[src/rtl/cksum_ctrl.sv]
// cksum_ctrl: streaming 8-bit one's complement checksum engine.
// Accepts a byte stream per packet, then presents sum/cksum/len/err.
module cksum_ctrl #(
    parameter int unsigned MAX_BYTES = 255
) (
    input  logic       clk,
    input  logic       rst,
    input  logic [7:0] in_data,
    input  logic       in_valid,
    input  logic       in_last,
    output logic       in_ready,
    input  logic       out_ready,
    output logic       out_valid,
    output logic [7:0] out_sum,
    output logic [7:0] out_cksum,
    output logic [7:0] out_len,
    output logic       out_err
);

    localparam logic [7:0] LP_MAX = 8'(MAX_BYTES);

    typedef enum logic [1:0] {
        S_IDLE,
        S_ACCUM,
        S_DONE
    } state_t;

    state_t     r_state;
    logic [7:0] r_acc;
    logic [7:0] r_cnt;
    logic       r_err;

    state_t     w_nxt_state;
    logic [7:0] w_nxt_acc;
    logic [7:0] w_nxt_cnt;
    logic       w_nxt_err;
    logic [8:0] w_sum9;
    logic [7:0] w_add;
    logic       w_full;

    // End-around carry add of the incoming byte into the accumulator
    always_comb begin
        w_sum9 = {1'b0, r_acc} + {1'b0, in_data};
        w_add  = w_sum9[7:0] + {7'd0, w_sum9[8]};
        w_full = (r_cnt == LP_MAX);
    end

    // Next-state and handshake outputs
    always_comb begin
        w_nxt_state = r_state;
        w_nxt_acc   = r_acc;
        w_nxt_cnt   = r_cnt;
        w_nxt_err   = r_err;
        in_ready    = 1'b0;
        out_valid   = 1'b0;
        unique case (r_state)
            S_IDLE: begin
                in_ready = 1'b1;
                if (in_valid) begin
                    w_nxt_acc   = in_data;
                    w_nxt_cnt   = 8'd1;
                    w_nxt_err   = 1'b0;
                    w_nxt_state = in_last ? S_DONE : S_ACCUM;
                end
            end
            S_ACCUM: begin
                in_ready = 1'b1;
                if (in_valid) begin
                    w_nxt_acc = w_add;
                    w_nxt_cnt = w_full ? r_cnt : r_cnt + 8'd1;
                    w_nxt_err = r_err | w_full;
                    if (in_last) begin
                        w_nxt_state = S_DONE;
                    end
                end
            end
            S_DONE: begin
                out_valid = 1'b1;
                if (out_ready) begin
                    w_nxt_state = S_IDLE;
                    w_nxt_acc   = 8'h00;
                    w_nxt_cnt   = 8'd0;
                    w_nxt_err   = 1'b0;
                end
            end
            default: begin
                w_nxt_state = S_IDLE;
                w_nxt_acc   = 8'h00;
                w_nxt_cnt   = 8'd0;
                w_nxt_err   = 1'b0;
            end
        endcase
    end

    // State and datapath registers, reset has priority over everything
    always_ff @(posedge clk) begin
        if (rst) begin
            r_state <= S_IDLE;
            r_acc   <= 8'h00;
            r_cnt   <= 8'd0;
            r_err   <= 1'b0;
        end else begin
            r_state <= w_nxt_state;
            r_acc   <= w_nxt_acc;
            r_cnt   <= w_nxt_cnt;
            r_err   <= w_nxt_err;
        end
    end

    // Result fields mirror the registers; zero in IDLE
    always_comb begin
        out_sum   = r_acc;
        out_cksum = ~r_acc;
        out_len   = r_cnt;
        out_err   = r_err;
    end

endmodule

[config.mk]
export PLATFORM = sky130hd
export DESIGN_NAME = cksum_ctrl
export DESIGN_NICKNAME = d
export VERILOG_FILES = /design/src/rtl/cksum_ctrl.sv
export SDC_FILE = /design/constraint.sdc
export NUM_CORES = 1
export LEC_CHECK = 0
export CAP_MARGIN = 20
export CORE_ASPECT_RATIO = 0.9
export CORE_UTILIZATION = 48
export DETAILED_ROUTE_END_ITERATION = 8
export GPL_TIMING_DRIVEN = 0
export PLACE_DENSITY_LB_ADDON = 0.08
export SYNTH_ARGS = -nofsm -noshare
export SYNTH_HDL_FRONTEND = slang
export SYNTH_SLANG_ARGS = --single-unit
[constraint.sdc]
create_clock -name clk -period 3.1 [get_ports clk]
set_input_delay 0.465 -clock clk [delete_from_list [all_inputs] [get_ports clk]]
set_output_delay 0.465 -clock clk [all_outputs]
set_load 0.02 [all_outputs]
==> impl_metrics.json, run 1 <==
{
  "cts.sinks": 19,
  "die_w_um": 60.5,
  "grt_pass1_wl_um": 6030,
  "ant_nets": 0,
  "clockBufferDepth": 2,
  "nets": 254,
  "clock_skew_ns": 0.00511,
  "netlist_area_sq_mm": 0.00148,
  "fin_ws_ns": 0.186,
  "cellPowerDensity_mw_per_mm2": 356,
  "slew_headroom": 0.650,
  "ys_seq_elements": 19,
  "dr_total_vias": 1529,
  "grt_max_degree": 11,
  "num_antenna_cells": 0,
  "yosys.cell_types.count": 52,
  "syn_to_final_growth_pct": 39.6,
  "fmax_mhz": 343,
  "worst_pin_slew_ns": 0.519,
  "hold_buffers": 0,
  "antenna_found_initial": 0,
  "port_buffers": 39,
  "syn_inst": 181,
  "cap_violations": 0,
  "required_ns": 3.32,
  "cts_tree": "yes",
  "synth_edf_count": 0,
  "start_util": 0.520,
  "drc": 0,
  "die_h_um": 54.6,
  "dp_slack_ns": -0.657,
  "layout-drive-gt1-share": 0.149,
  "outcome": "complete, no violations",
  "die-area_sq_mm": 0.00330,
  "ys_async_sr_fraction": 0,
  "holdWs_ns": 0.490,
  "cts.clk_slew.worst_paths_ns": 0.11,
  "io-pin-count": 40,
  "maxSlewViolCount": 0,
  "setup_violations": 0,
  "globalRoute.totalOverflow": 0,
  "clock_latency_ns": 0.31,
  "synth_nets": 206,
  "vias_per_cell": 5.71,
  "worst-path-max-fanout": 3,
  "setup.worst_path.end_class": "flip-flop",
  "hold_viol": 0,
  "place.gp.congestion": 0.763,
  "syn_area_per_cell_sq_um": 8.16,
  "cts_buffers": 3,
  "drt_iter0_markers": 84,
  "p_leak_nw": 0.793,
  "synth_ff_type": "dfxtp_1",
  "start_kind": "input pin",
  "routed_wl_um": 3780,
  "fp-row-count": 18,
  "seq_area_frac_synth": 0.258,
  "nFillCells": 237,
  "vdd_drop_max_mv": 0.246,
  "rsz0062_at_grt": "false",
  "hpwl_um": 2850,
  "period_minus_slack_ns": 2.91,
  "core-area_sq_mm": 0.00284,
  "routedWlPerCell_um": 14.1,
  "cts_root_buf": "clkbuf_4",
  "critPathKind": "input pin to flip-flop",
  "h-tree-depth": 1,
  "cp.arrival_ns": 3.13,
  "fin_crit_sh": 0.940,
  "grt_usage": 0.242,
  "hp-class": "flip-flop to flip-flop",
  "synth-warning-count": 0,
  "dr.pass1.iters": 4,
  "grt_pass1_vias": 1364
}
## cell usage in the layout (no fill, tap or decap), types with 3 or more instances in the layout
| cell | count |
|---|---|
| clkdlybuf4s50_1 | 37 |
| nor2_1 | 24 |
| dfxtp_1 | 19 |
| inv_1 | 13 |
| a21oi_1 | 13 |
| o21ai_0 | 9 |
| nand2_1 | 8 |
| ha_1 | 7 |
| nor3_1 | 6 |
| xnor2_1 | 6 |
| nand3_1 | 6 |
| xor2_1 | 5 |
| a21o_1 | 4 |
| buf_4 | 4 |
| buf_6 | 3 |
| clkbuf_1 | 3 |
| nand4_1 | 3 |
| a211oi_1 | 3 |
| clkbuf_4 | 3 |
## per-stage QoR
| step | area, sq um | TNS, ns | total power, W | utilization | std cells |
|---|---|---|---|---|---|
| after detailed placement | 1920 | -3.39 | 0.000574 | 0.675 | 260 |
| after global routing | 2060 | 0 | 0.000772 | 0.726 | 268 |
| after global placement | 1920 | -2.57 | 0.000563 | 0.675 | 260 |
| final | 2060 | 0 | 0.000733 | 0.726 | 268 |
| after floorplan | 1480 | 0 | 0.000471 | - | 181 |
| after CTS | 2020 | 0 | 0.000720 | 0.712 | 267 |
## kinds of logic after synthesis
kind of cell	share of synthesized area
AND/OR/NAND/NOR	0.240
buffers and inverters	0.0644
XOR/XNOR	0.0864
flip-flops	0.258
AO/OA/AOI/OAI	0.231
multiplexers	0.0136
adder cells (fa/ha/maj)	0.107
## path summary, 6_finish.rpt
check / slack, ns / from / endpoint / cells after the start
setup / recovery: 0.19 / in_data[2] / out_sum[4]$_SDFFE_PP0P_ / 14
hold / removal: 0.49 / out_err$_SDFFE_PP0P_ / out_err$_SDFFE_PP0P_ / 2
setup reg to reg: 0.24 / out_sum[0]$_SDFFE_PP0P_ / out_sum[4]$_SDFFE_PP0P_ / 15
hold reg to reg: 0.49 / out_err$_SDFFE_PP0P_ / out_err$_SDFFE_PP0P_ / 2
## synthesized netlist by cell type (4+ instances only)
cell      count  area [sq um]
xnor2_1       7          61.3
inv_1        13          48.8
a21o_1        4          30.0
nor2_1       24          90.1
ha_1         11           138
o21ai_0       9          45.0
nand3_1       6          30.0
a21oi_1      14          70.1
xor2_1        5          43.8
a211oi_1      4          30.0
nor3_1        6          30.0
nand2_1       8          30.0
dfxtp_1      19           380
## timing repair
item	4_1_cts	5_1_grt
pin swaps	6	4
setup endpoints to repair	6	1
cloned	0	0
gates resized for setup	12	5
buffers inserted	3	1
## flip-flops by register name (all words and copies together) (netlist names)
| signal | cells |
|---|---|
| r_state | 2 |
| out_err | 1 |
| out_sum | 8 |
| out_len | 8 |
## layout make-up
class | count | area [sq um] | area share
plain buffers | 6 | 46.3 | 0.0225
clock buffers | 4 | 26.3 | 0.0128
inverters | 13 | 48.8 | 0.0237
multi-input cells | 143 | 1090 | 0.528
flip-flops and latches | 19 | 380 | 0.185
well taps | 40 | 50.0 | 0.0243
repair buffers | 43 | 422 | 0.205
## where the power goes
| part | internal, W | switching (W) | leakage, nW | total, W |
|---|---|---|---|---|
| logic | 0.000155 | 0.000174 | 0.623 | 0.000329 |
| registers | 0.000258 | 0.0000148 | 0.155 | 0.000273 |
| clock network | 0.0000503 | 0.0000815 | 0.0150 | 0.000132 |
## routing by layer
layer | track usage | part of all wire | vias to the layer above
met5 | 0 | 0 | -
met1 | 0.321 | 0.48 | 716
met4 | 0.0265 | 0.0032 | 0
met2 | 0.421 | 0.46 | 54
met3 | 0.0473 | 0.054 | 2
li1 | - | - | 757
## worst max-delay path, stage by stage
cell	delay (ns)
clkdlybuf4s50_1	0.43
ha_1	0.35
nor2b_4	0.15
o311ai_4	0.27
a21oi_2	0.11
o21ai_0	0.15
nand2b_1	0.11
ha_2	0.22
ha_4	0.16
and2_1	0.14
nor3b_4	0.16
xnor2_2	0.15
a211oi_2	0.08
a21o_1	0.17
No activity file was read; power rests on OpenSTA's default activity.
==> inputs of run 2 (changes only) <==
- ABC_AREA: default -> 1
- CORE_MARGIN: default -> 5
- CORE_UTILIZATION: 48 -> 49
==> impl_metrics.json, run 2 <==
{
  "synth-warning-count": 0,
  "cp.arrival_ns": 3.16,
  "syn_to_final_growth_pct": 31.3,
  "vias_per_cell": 5.17,
  "dr.pass1.iters": 4,
  "synth_common_cells": "nand2_1, inv_1, nand3_1, dfxtp_1, a21oi_1",
  "setup.worst_path.end_class": "flip-flop",
  "die_w_um": 69.6,
  "multi_input_area_sq_mm": 0.00104,
  "syn_inst": 232,
  "die-area_sq_mm": 0.00442,
  "synth_edf_count": 0,
  "globalRoute.totalOverflow": 0,
  "io-pin-count": 40,
  "hp-class": "flip-flop to flip-flop",
  "postLayoutCellArea_sq_mm": 0.00205,
  "yosysMostFrequentCell": "nand2_1",
  "seq_area_frac_synth": 0.243,
  "synth_top_area_frac": 0.243,
  "yosys.cell_types.count": 33,
  "netlist_area_sq_mm": 0.00156,
  "start_util": 0.510,
  "synth_top_cell_by_area": "dfxtp_1",
  "layout_common_cells": "nand2_1, clkdlybuf4s50_1, inv_1",
  "syn_area_per_cell_sq_um": 6.74,
  "slew_headroom": 0.609,
  "start_kind": "input pin",
  "synth_ff_type": "dfxtp_1",
  "fmax_mhz": 343,
  "drt_iter0_markers": 83,
  "ff_latch_area_sq_um": 380,
  "critPathKind": "input pin to flip-flop",
  "clock_latency_ns": 0.30,
  "fp-row-count": 19,
  "p_leak_nw": 0.894,
  "worst_pin_slew_ns": 0.584,
  "grt_pass1_vias": 1476,
  "outcome": "complete, no violations",
  "grt_usage": 0.183,
  "place.gp.congestion": 0.804,
  "synth_nets": 257,
  "maxSlewViolCount": 0,
  "nFillCells": 270,
  "antenna_found_initial": 0,
  "clock_skew_ns": 0.000966,
  "grt_pass1_wl_um": 6730,
  "drc": 0,
  "nets": 301,
  "cts.sinks": 19,
  "ys_seq_elements": 19,
  "routed_wl_um": 3910,
  "layout-drive-gt1-share": 0.182,
  "period_minus_slack_ns": 2.92,
  "core-area_sq_mm": 0.00307,
  "routedWlPerCell_um": 12.3,
  "fin_crit_sh": 0.940,
  "cellPowerDensity_mw_per_mm2": 365,
  "worst-path-max-fanout": 3,
  "die_h_um": 63.6,
  "ys_async_sr_fraction": 0,
  "ant_nets": 0,
  "placed_area_sq_mm": 0.00200,
  "hold_viol": 0,
  "required_ns": 3.35,
  "post-route-util": 0.670,
  "layout_commonest_cell": "nand2_1",
  "port_buffers": 38,
  "cts_root_buf": "clkbuf_4",
  "setup_tns_ns": 0,
  "synth.area.top_cells": "dfxtp_1, nand2_1, ha_1, inv_1, nand3_1",
  "hpwl_um": 3120,
  "h-tree-depth": 1,
  "grt_max_degree": 12,
  "setup_violations": 0,
  "cts_tree": "yes",
  "num_antenna_cells": 0,
  "cts.clk_slew.worst_paths_ns": 0.11,
  "cap_violations": 0,
  "cts_buffers": 3,
  "total_power_w": 0.000749,
  "clockBufferDepth": 2,
  "vdd_drop_max_mv": 0.388,
  "hold_buffers": 0,
  "dr_total_vias": 1638
}
[run 2: changes by cell type after synthesis, moves of 4 or more]
cell,delta
a21oi_1,+4
a21oi_2,+4
inv_1,+21
inv_2,+4
nand2_1,+37
nand2_2,+10
nand3_1,+18
nor2_1,-8
o21ai_1,+4
xnor2_1,-7
xor2_1,-5
[run 2: path summary, 6_finish.rpt]
kind	start	endpoint	slack [ns]	cells after the start
setup / recovery	in_data[0]	out_sum[6]$_SDFFE_PP0P_	0.18	17
hold / removal	out_err$_SDFFE_PP0P_	out_err$_SDFFE_PP0P_	0.50	2
hold reg to reg	out_err$_SDFFE_PP0P_	out_err$_SDFFE_PP0P_	0.50	2
setup reg to reg	out_sum[0]$_SDFFE_PP0P_	out_sum[6]$_SDFFE_PP0P_	0.47	16
[run 2: kinds of logic (layout without fill, tap and decap cells)]
kind of cell             count (synthesis)  in the layout  share of synthesized area
AND/OR/NAND/NOR                        115            115                      0.371
buffers and inverters                   42             85                      0.106
AO/OA/AOI/OAI                           44             44                      0.179
adder cells (fa/ha/maj)                 12             12                      0.101
flip-flops                              19             19                      0.243
[run 2: layout make-up]
type / instances / share of cell area
Multi-Input combinational cell: 171 / 0.506
Timing Repair Buffer: 39 / 0.189
Clock buffer: 3 / 0.0110
Inverter: 39 / 0.0725
Sequential cell: 19 / 0.185
Buffer: 3 / 0.00792
Clock inverter: 1 / 0.00244
Tap cell: 42 / 0.0256
[run 2: through the flow]
stage	std cells	setup slack, ns	hold slack [ns]
2_1_floorplan	232	0.566	0.552
3_3_place_gp	312	-0.217	0.466
3_5_place_dp	312	-0.276	0.468
4_1_cts	316	0.0253	0.505
5_1_grt	317	-0.00436	0.523
6_report	317	0.184	0.497
[run 2: power by group]
| group | switching (W) | internal (W) | leakage [nW] |
|---|---|---|---|
| combinational | 0.000206 | 0.000138 | 0.721 |
| clock | 0.0000808 | 0.0000481 | 0.0177 |
| sequential | 0.0000165 | 0.000259 | 0.156 |
| total | 0.000304 | 0.000445 | 0.894 |
[run 2: timing repair]
| item | CTS | global route |
|---|---|---|
| gates resized for setup | 0 | 8 |
| buffers inserted | 0 | 1 |
| endpoints found under the setup margin | 0 | 3 |
[run 2: per-layer routing]
layer / wire length [um] / track usage
met5: 0 / 0
met3: 274 / 0.0509
met1: 1940 / 0.252
met4: 17 / 0.0293
met2: 1670 / 0.289
[run 2: critical path, cell delays in order]
cell,delay (ns)
clkdlybuf4s50_1,0.49
ha_2,0.20
inv_1,0.05
fa_2,0.35
inv_2,0.08
nand2_1,0.07
nand3_1,0.10
a21oi_1,0.08
o21bai_1,0.21
ha_2,0.23
ha_2,0.18
inv_1,0.06
nor2_4,0.11
nand3_2,0.12
o21ai_2,0.13
nand3_1,0.10
a21oi_2,0.13
==> inputs of run 3 (changes only) <==
- CORE_ASPECT_RATIO: 0.9 -> 0.75
- MAX_ROUTING_LAYER: default -> met4
==> impl_metrics.json, run 3 (same netlist as run 2, synthesis figures left out) <==
{
  "cts.sinks": 19,
  "required_ns": 3.24,
  "highest_layer": "met4",
  "num_antenna_cells": 0,
  "clock_skew_ns": 0.00671,
  "clockBufferDepth": 2,
  "cts.clk_slew.worst_paths_ns": 0.07,
  "grt_max_degree": 12,
  "start_kind": "input pin",
  "r2r_cells": 17,
  "critPathCapture": "out_sum[6]$_SDFFE_PP0P_",
  "cts_buffers": 3,
  "nFillCells": 271,
  "start_util": 0.521,
  "total_power_w": 0.000793,
  "setup.worst_path.end_class": "flip-flop",
  "layout_common_cells": "nand2_1, clkdlybuf4s50_1, inv_1",
  "cts_root_buf": "clkbuf_8",
  "slowest_delay_ns": 0.51,
  "setup_violations": 0,
  "cts_tree": "yes",
  "routedWlPerCell_um": 12.7,
  "placed_area_sq_mm": 0.00199,
  "hp-class": "flip-flop to flip-flop",
  "rrSetupSlack_ns": 0.44,
  "clock_latency_ns": 0.26,
  "die_h_um": 58.9,
  "hold_buffers": 0,
  "drc": 0,
  "worst_pin_slew_ns": 0.553,
  "drt_iter0_markers": 90,
  "h-tree-depth": 1,
  "hpwl_um": 3170,
  "critPathKind": "input pin to flip-flop",
  "core-area_sq_mm": 0.00300,
  "cap_violations": 0,
  "fp-row-count": 17,
  "place.gp.congestion": 0.835,
  "p_leak_nw": 0.909,
  "nets": 301,
  "die-area_sq_mm": 0.00443,
  "grt_pass1_wl_um": 6500,
  "holdWs_ns": 0.495,
  "wl_met2_um": 1580,
  "routed_wl_um": 3990,
  "grt_pass1_vias": 1466,
  "ant_nets": 0,
  "die_w_um": 75.2,
  "met3WireLength_um": 267,
  "dp_slack_ns": -0.332,
  "vdd_drop_max_mv": 0.220,
  "cellPowerDensity_mw_per_mm2": 384,
  "r2r_start": "out_sum[0]$_SDFFE_PP0P_",
  "cp_slowest_cell": "clkdlybuf4s50_1",
  "fin_ws_ns": 0.192,
  "dr_total_vias": 1627,
  "dr.pass1.iters": 4,
  "regToRegEndpoint": "out_sum[6]$_SDFFE_PP0P_",
  "cp.arrival_ns": 3.05,
  "port_buffers": 38,
  "layout-drive-gt1-share": 0.178,
  "worst-path-max-fanout": 3,
  "globalRoute.totalOverflow": 0,
  "slew_headroom": 0.630,
  "post-route-util": 0.689,
  "hold_viol": 0,
  "fmax_mhz": 344,
  "fin_crit_sh": 0.938,
  "antenna_found_initial": 0,
  "startpoint": "in_data[1]",
  "period_minus_slack_ns": 2.91,
  "outcome": "complete, no violations",
  "vias_per_cell": 5.20,
  "grt_usage": 0.191,
  "postLayoutCellArea_sq_mm": 0.00207,
  "crit_chain": "clkdlybuf4s50_1 > inv_1 > fa_2 > inv_2 > nand2_1 > nand3_1 > a21oi_1 > o21bai_1 > ha_2 > ha_2 > inv_1 > nor2_4 > nand3_2 > nor2_1 > nand2_1 > nand3_1 > a21oi_2",
  "maxSlewViolCount": 0,
  "layout_commonest_cell": "nand2_1",
  "syn_to_final_growth_pct": 32.1,
  "io-pin-count": 40,
  "wl_met1_um": 2130
}
-- run 3: how the worst min path moves through the flow --
stage	end	slack, ns	startpoint	cells past startpoint
2_1_floorplan	out_len[0]$_SDFFE_PP0P_	0.55	r_state[0]$_SDFFE_PP0P_	3
3_3_place_gp	out_err$_SDFFE_PP0P_	0.47	out_err$_SDFFE_PP0P_	2
3_5_place_dp	out_err$_SDFFE_PP0P_	0.47	out_err$_SDFFE_PP0P_	2
4_1_cts	out_err$_SDFFE_PP0P_	0.50	out_err$_SDFFE_PP0P_	2
5_1_grt	out_len[2]$_SDFFE_PP0P_	0.53	out_len[2]$_SDFFE_PP0P_	2
6_report	out_err$_SDFFE_PP0P_	0.49	out_err$_SDFFE_PP0P_	2
-- run 3: power breakdown --
group | switching, W | total (W) | internal [W]
Combinational | 0.000206 | 0.000345 | 0.000139
Clock | 0.0000828 | 0.000172 | 0.0000893
Sequential | 0.0000168 | 0.000276 | 0.000259
-- run 3: worst max-delay path, delay by kind of cell --
family	cells	cell delay, ns
AOI/OAI and AO/OA	3	0.34
adders and majority gates	3	0.85
buffers and inverters	4	0.75
and+or+nand+nor	7	0.66
-- run 3: stage by stage --
stage               instances  setup TNS [ns]
floorplan                 232               0
global placement          308          -0.771
detailed placement        308           -1.01
CTS                       312               0
global route              313        -0.00474
finish                    313               0
-- run 3: repair_timing --
item,in CTS,in global routing
pin swaps,1,3
setup buffers,0,1
gates resized for setup,5,3
endpoints found under the setup margin,1,6
-- run 3: final cells by class --
type / instances / area (sq um) / share of cell area
multi-input cells: 171 / 1040 / 0.502
repair buffers: 39 / 390 / 0.189
flip-flops and latches: 19 / 380 / 0.184
inverters: 39 / 149 / 0.0721
well taps: 38 / 47.5 / 0.0230
clock buffers: 3 / 41.3 / 0.0200
plain buffers: 3 / 16.3 / 0.00787
clock inverters: 1 / 5.00 / 0.00242
-- run 3: per-layer routing --
metal	track usage	vias to the layer above
met4	0.0374	0
met5	-	-
met1	0.287	730
li1	-	845
met3	0.0444	2
met2	0.259	50
